### src/rtl/instr_sequencer.sv
// Multicycle fetch/decode/execute sequencer for a simple bus-based processor.
// One instruction is sequenced per Run request. Control outputs are registered.
// Each output register is loaded from the next state and the instruction fields,
// so no input reaches an output through combinational logic alone.
module instr_sequencer #(
  parameter int unsigned N    = 10,
  parameter int unsigned NREG = 8
) (
  input  logic            CLKb,
  input  logic            Reset,
  input  logic            Run,
  input  logic [N-1:0]    IR,
  output logic            IR_E,
  output logic            DINout,
  output logic [NREG-1:0] Rin,
  output logic [NREG-1:0] Rout,
  output logic            Ain,
  output logic            Gin,
  output logic            Gout,
  output logic [1:0]      ALUop,
  output logic            Done
);

  localparam int unsigned OP_W  = 4;
  localparam int unsigned REG_W = 3;

  typedef enum logic [2:0] {
    S_IDLE = 3'd0,
    S_T0   = 3'd1,
    S_T1   = 3'd2,
    S_T2   = 3'd3,
    S_T3   = 3'd4
  } state_t;

  state_t state_q, state_d;

  logic            ir_e_q,   ir_e_d;
  logic            dinout_q, dinout_d;
  logic [NREG-1:0] rin_q,    rin_d;
  logic [NREG-1:0] rout_q,   rout_d;
  logic            ain_q,    ain_d;
  logic            gin_q,    gin_d;
  logic            gout_q,   gout_d;
  logic [1:0]      aluop_q,  aluop_d;
  logic            done_q,   done_d;

  // Instruction field extraction; only IR[9:0] carries meaning.
  logic [9:0]       ir_f;
  logic [OP_W-1:0]  op;
  logic [REG_W-1:0] rx, ry;
  logic [NREG-1:0]  rx_oh, ry_oh;
  logic             is_alu;
  logic [1:0]       alu_code;

  assign ir_f     = IR[9:0];
  assign op       = ir_f[9:6];
  assign rx       = ir_f[5:3];
  assign ry       = ir_f[2:0];
  assign rx_oh    = NREG'(1) << rx;
  assign ry_oh    = NREG'(1) << ry;
  assign is_alu   = (op >= 4'd2) && (op <= 4'd5);
  // add=0010..or=0101 map onto ALU codes 00..11
  assign alu_code = 2'(op - 4'd2);

  // Next-state sequencing; Run matters only in IDLE.
  always_comb begin
    state_d = state_q;
    case (state_q)
      S_IDLE:  if (Run) state_d = S_T0;
      S_T0:    state_d = S_T1;
      S_T1:    state_d = is_alu ? S_T2 : S_IDLE;
      S_T2:    state_d = S_T3;
      S_T3:    state_d = S_IDLE;
      default: state_d = S_IDLE;
    endcase
  end

  // Control word for the state being entered, decoded from IR fields.
  always_comb begin
    ir_e_d   = 1'b0;
    dinout_d = 1'b0;
    rin_d    = '0;
    rout_d   = '0;
    ain_d    = 1'b0;
    gin_d    = 1'b0;
    gout_d   = 1'b0;
    aluop_d  = 2'b00;
    done_d   = 1'b0;
    case (state_d)
      S_T0: begin
        ir_e_d   = 1'b1;
        dinout_d = 1'b1;
      end
      S_T1: begin
        case (op)
          4'b0000: begin
            rout_d = ry_oh;
            rin_d  = rx_oh;
            done_d = 1'b1;
          end
          4'b0001: begin
            dinout_d = 1'b1;
            rin_d    = rx_oh;
            done_d   = 1'b1;
          end
          4'b0010, 4'b0011, 4'b0100, 4'b0101: begin
            rout_d = rx_oh;
            ain_d  = 1'b1;
          end
          default: done_d = 1'b1;
        endcase
      end
      S_T2: begin
        rout_d  = ry_oh;
        gin_d   = 1'b1;
        aluop_d = alu_code;
      end
      S_T3: begin
        gout_d = 1'b1;
        rin_d  = rx_oh;
        done_d = 1'b1;
      end
      default: ;
    endcase
  end

  // State and control-output registers; reset abandons any instruction at once.
  always_ff @(posedge CLKb or posedge Reset) begin
    if (Reset) begin
      state_q  <= S_IDLE;
      ir_e_q   <= 1'b0;
      dinout_q <= 1'b0;
      rin_q    <= '0;
      rout_q   <= '0;
      ain_q    <= 1'b0;
      gin_q    <= 1'b0;
      gout_q   <= 1'b0;
      aluop_q  <= 2'b00;
      done_q   <= 1'b0;
    end else begin
      state_q  <= state_d;
      ir_e_q   <= ir_e_d;
      dinout_q <= dinout_d;
      rin_q    <= rin_d;
      rout_q   <= rout_d;
      ain_q    <= ain_d;
      gin_q    <= gin_d;
      gout_q   <= gout_d;
      aluop_q  <= aluop_d;
      done_q   <= done_d;
    end
  end

  assign IR_E   = ir_e_q;
  assign DINout = dinout_q;
  assign Rin    = rin_q;
  assign Rout   = rout_q;
  assign Ain    = ain_q;
  assign Gin    = gin_q;
  assign Gout   = gout_q;
  assign ALUop  = aluop_q;
  assign Done   = done_q;

endmodule

### config.mk
export PLATFORM = sky130hd
export DESIGN_NAME = instr_sequencer
export DESIGN_NICKNAME = d
export VERILOG_FILES = /design/src/rtl/instr_sequencer.sv
export SDC_FILE = /design/constraint.sdc
export NUM_CORES = 1
export LEC_CHECK = 0
export BUFFER_PORTS_ARGS = -buffer_cell sky130_fd_sc_hd__buf_4
export CORE_ASPECT_RATIO = 0.5
export CORE_MARGIN = 1
export CORE_UTILIZATION = 40
export CTS_CLUSTER_SIZE = 24
export DETAILED_ROUTE_END_ITERATION = 7
export PLACE_DENSITY = 0.66
export SETUP_SLACK_MARGIN = 0.5
export SLEW_MARGIN = 10
export SYNTH_ARGS = -nofsm -noshare
export SYNTH_HDL_FRONTEND = slang
export SYNTH_SLANG_ARGS = --single-unit
### constraint.sdc
create_clock -name CLKb -period 2.4 [get_ports CLKb]
set_input_delay 0.24 -clock CLKb [delete_from_list [all_inputs] [get_ports CLKb]]
set_output_delay 0.24 -clock CLKb [all_outputs]
set_load 0.01 [all_outputs]
After elaboration in Yosys (flattened, before gate mapping). Index checks and enable logic that the tools add are counted.

Add/subtract/negate cells: 1. Magnitude comparators: 2. Equal/unequal tests: 12. Shifts and indexed selects: 2. Mux-type cells: 17. Reduce and logical (&&, ||, !) cells: 5.

Operator list (count): $pmux 8 s2 (3); $shl 1x3->8 const A (2); $eq 3x2->1 const B (4); $pmux 3 s4 (1); $eq 4x2->1 const B (2); $eq 4x3->1 const B (2); $mux 8 (1); $mux 1 (7); $eq 3x1->1 const B (2); $eq 4x1->1 const B (1); $ge 4x2->1 const B (1); $le 4x3->1 const B (1); $logic_not 4->1 (1); $mux 2 (2); $pmux 1 s2 (2); $reduce_or 4->1 (1); $eq 3x3->1 const B (1); $logic_not 3->1 (1); $mux 3 (1); $reduce_or 2->1 (1); $sub 2x2->2 const B (1); $logic_and 1x1->1 (1).

Register bits after elaboration: 27. Input bits: 13. Output and inout port bits: 24. Word-level logic and storage cells: 49.

Logic depth before layout (Yosys ltp).
Depth in word-level cells: 6. Depth in mapped cells: 5. Depth with buffers taken out: 5.

Worst setup path after synthesis. OpenSTA, ideal clock, no wires.

Kind: flip-flop to flip-flop. From: reg state_q[1]. To: reg rout_q[0] (netlist: Rout[0]). Library setup time: 0.096 ns. Arrival time: 1.239 ns. Required time: 2.304 ns. Path slack: 1.066 ns. Stages on the path, launching flop included: 6. Path buffers: 1. Period minus slack after synthesis: 1.334 ns. Cell sequence: dfrtp_1 buf_6 nor4b_4 and3b_2 o21bai_2 o32ai_2.

Cells in the longest elaborated chain, start to end: 4. Elaborated cells between the ends (all ways): 9. Classes of those cells: 5 x eq/ne; 3 x mux; 1 x reduce/logical.

RTL lines: from (decl) (line 35) `state_t state_q, state_d;`; from (signal assigned) (line 141) `state_q <= state_d;`; $eq 3x2->1 (tied with other cells) (line 68) `case (state_q)`; $pmux 3 s4 (*) (line 68); $eq 3x2->1 (line 89) `case (state_d)`; $pmux 8 s2 (*) (line 89); net rout_d[0] (line 40) `logic [NREG-1:0] rout_q, rout_d;`; to (signal assigned) (line 145) `rout_q <= rout_d;`; to (decl) (line 40).

The timed path passes the listed nets; every way through them passes the cells marked *.

Worst setup path in the final report.
From: reg state_q[1]. To: reg rout_q[2] (netlist: Rout[2]).

The elaborated chain is that of the path after synthesis.

==> summary.md <==
| Metric | Value |
|---|---|
| Int Pwr | approximately 750 µW |
| Relative slew slack | between 70% and 80% |
| Worst-Skew Late Latency | 0.27 ns |
| DR vias | approximately 750 |
| Last element of the critical path | Rout[2] |
| Fill count | approximately 220 |
| Final period utilization | between 60 and 70% |
| Placed Cells | approximately 150 |
| Row count | 12 |
| Final setup fails | 0 |
| Synth cell types | 25 |
| Pre-CTS WS | approximately 0.97 ns |
| Worst Setup SP | state_q[1] |
| CP Capture Type | flip-flop |
| Max-Cap Viols | 0 |
| Post-Syn Instances | slightly above 80 |
| R2r setup slk | between 0.9 and 1 ns |
| CTS Buffer Depth | 2 |
| Status | completed |
| Share of cells above drive strength 1 | approximately 44% |
| Hold WC Path Type | input pin to async pin |
| Overall Global Routing Usage | ~16% |
| Setup ws final | between 0.9 and 1 ns |
| Synth top cells by count | dfrtp_1, nor2_1, nand2b_1, o22ai_1, nand2_1 |
| Clock transition at path regs | about 0.090 ns |
| Gpl congestion | between 0.9 and 1 |
| Yosys warning count | 0 |
| Hpwl dp | 1530 µm |
| M1 WL | 870 µm |
| Post-synth top flop | dfrtp_1 |
| Synth area leader | dfrtp_1 |
| First-pass GRT wire length | ~3200 µm |
| Post-route setup TNS | 0 ns |
| Count leader, synth | dfrtp_1 |
| Area grow syn2layout | 34.49% |
| Gate power share | a little under a quarter |
| # diodes | 0 |
| H-Tree Depth | 1 |
| Antenna violations before repair | 0 |
| Async S/R FF share, synth | 100.0% |
| Worst-Margin Slew | approximately 0.44 ns |
| Reg2reg path depth | 4 |
| Syn_nets | 95 |
| P per Cell Area | ~750 nW/µm² |
| Leak pwr | around 0.71 nW |
| Largest net degree at the start of global routing | 28 |
| # DRC | 0 |
| Slew Viols, Final | 0 |
| CP Launch Type | flip-flop |
| Post-layout util | around 60% |
| Sequential area share after synthesis | ~65% |
| Num ports | 37 |
| Worst R2R Start | state_q[1] |
| Starting Density | between 40% and 50% |
| Switching power | approximately 300 µW |
| Number of setup buffers added after CTS | 0 |
| Critical Setup Path Class | flip-flop to flip-flop |
| CTS Sinks | 27 |
| Cell Area, Synth | 1041 µm² |
| Antenna-violating nets left | 0 |
| Final worst path period need | between 1 and 1.5 ns |
| CTS tree | yes |
| Non-filler cells, final | approximately 160 |
| Vias per cell | about 4.8 |
| Worst ir drop on vdd | about 0.00044 V |
| Vias in the first global route | 692 |
| DR WL met3 | 146 µm |
| Synthesized flop and latch total | 27 |
| F_max | roughly 0.7 GHz |
| Data required time at the worst endpoint | 2.59 ns |
| Overall Power | between 1 and 1.5 mW |
| Cells resized by post-CTS repair | 0 |
| Max FO, Critical Path | 9 |
| DRT Wirelength | 2010 µm |
| GRT Residual Overflow | 0 |
| Crit-path cells | nor4b_4 > and3b_2 > o21bai_2 > o22ai_1 |
| Sequential Power Share | between 50% and 60% |
| Clk_skew | 0.005140 ns |
| Synth area leaders | dfrtp_1, nor2_1, nand2b_1 |
| Die width | 74.15 µm |
| DR pass1 iterations | 4 |
| Crit path max-delay cell type | dfrtp_1 |
| Root Driver | clkbuf_8 |
| Clock share of power | between 20% and 30% |
| Fin. Hold Viols | 0 |
| Worst r2r dst | Rout[2] |
| Crit path largest cell delay | just under 0.5 ns |
| Post-Syn Area per Cell | 12.70 µm² |
| Post-synth EDFFs | 0 |
| Clock buffer count from CTS | 3 |
| RSZ-0062 raised after global routing | no |
| Core Footprint | between 2000 and 2500 µm² |
| Yosys top cell area share | between 60% and 70% |
| CTS Hold Bufs | 0 |
| # port buffers | 36 |
| Fin nets | 136 |
| Top Metal Used | met4 |
| Die Ht | between 30 and 40 µm |
| Drt wl/cell | 12.80 µm |
| DIE AREA | 2823 µm² |
| DRT iter0 DRCs | 37 |
| Metal2 WL | just under 1000 µm |
| Worst EP arrival | approximately 1.6 ns |
| Switching share of power | roughly 29% |
-- state kept, by name (all words and copies together) (netlist names), 2 cells and up --
signal   count
state_q      3
ALUop        2
Rout         8
Rin          8
-- power by group through the flow --
| stage | sequential (mW) | clock [mW] | combinational (mW) |
|---|---|---|---|
| floorplan | 0.564 | 0 | 0.137 |
| finish | 0.554 | 0.257 | 0.238 |
| global route | 0.563 | 0.292 | 0.260 |
| global placement | 0.561 | 0 | 0.236 |
| detailed placement | 0.563 | 0 | 0.239 |
| CTS | 0.555 | 0.266 | 0.240 |
-- through the flow --
step	instance area, µm²	hold slack, ns
5_1_grt	1400	0.02870
3_3_place_gp	1351	0.3189
6_report	1400	0.01736
4_1_cts	1400	0.02930
3_5_place_dp	1351	0.3323
2_1_floorplan	1041	0.2927
-- worst max-delay path, delay by kind of cell, from the launching register on --
kind,cells,cell delay (ns)
AOI/OAI and AO/OA,2,0.31
and+or+nand+nor,2,0.57
DFF,1,0.49
-- layer usage --
| metal | GRT usage [%] | vias up |
|---|---|---|
| li1 | - | 361 |
| met1 | 20.75 | 352 |
| met2 | 25.45 | 35 |
| met3 | 6.316 | 4 |
| met4 | 6.731 | 0 |
| met5 | 0 | - |
-- area by class of cell --
type                    instances  area (µm²)  share of cell area, %
flip-flops and latches         27       675.6                  48.26
multi-input cells              52       346.6                  24.75
repair buffers                 37       277.8                  19.84
well taps                      35       43.79                  3.128
clock buffers                   3       41.29                  2.949
clock inverters                 1       7.507                 0.5362
inverters                       2       7.507                 0.5362
-- cells by family (layout without fill, tap and decap cells) --
logic type	after synthesis	in the layout	synth area share, %
AO/OA/AOI/OAI	15	15	11.66
flip-flops	27	27	64.90
buffers and inverters	3	43	1.802
XOR/XNOR	1	1	1.563
AND/OR/NAND/NOR	36	36	20.07
-- worst min-delay path by stage --
stage / startpoint / end / cells past startpoint
after global placement: Reset / ALUop[0] / 3
after floorplan: Reset / ALUop[0] / 1
final: Reset / Rin[0] / 3
after CTS: Reset / Rin[0] / 3
after detailed placement: Reset / Rin[0] / 3
after global routing: Reset / Rin[0] / 3
-- layout by cell type, fill, tap and decap left out, drive strengths merged, types with 2 or more instances in the layout --
master	n
buf	37
dfrtp	27
nor2	15
nand2b	6
o22ai	6
nand2	4
and2	4
clkbuf	3
a21oi	2
o32ai	2
inv	2
o21ai	2
Power figures use the tool's default switching activity.
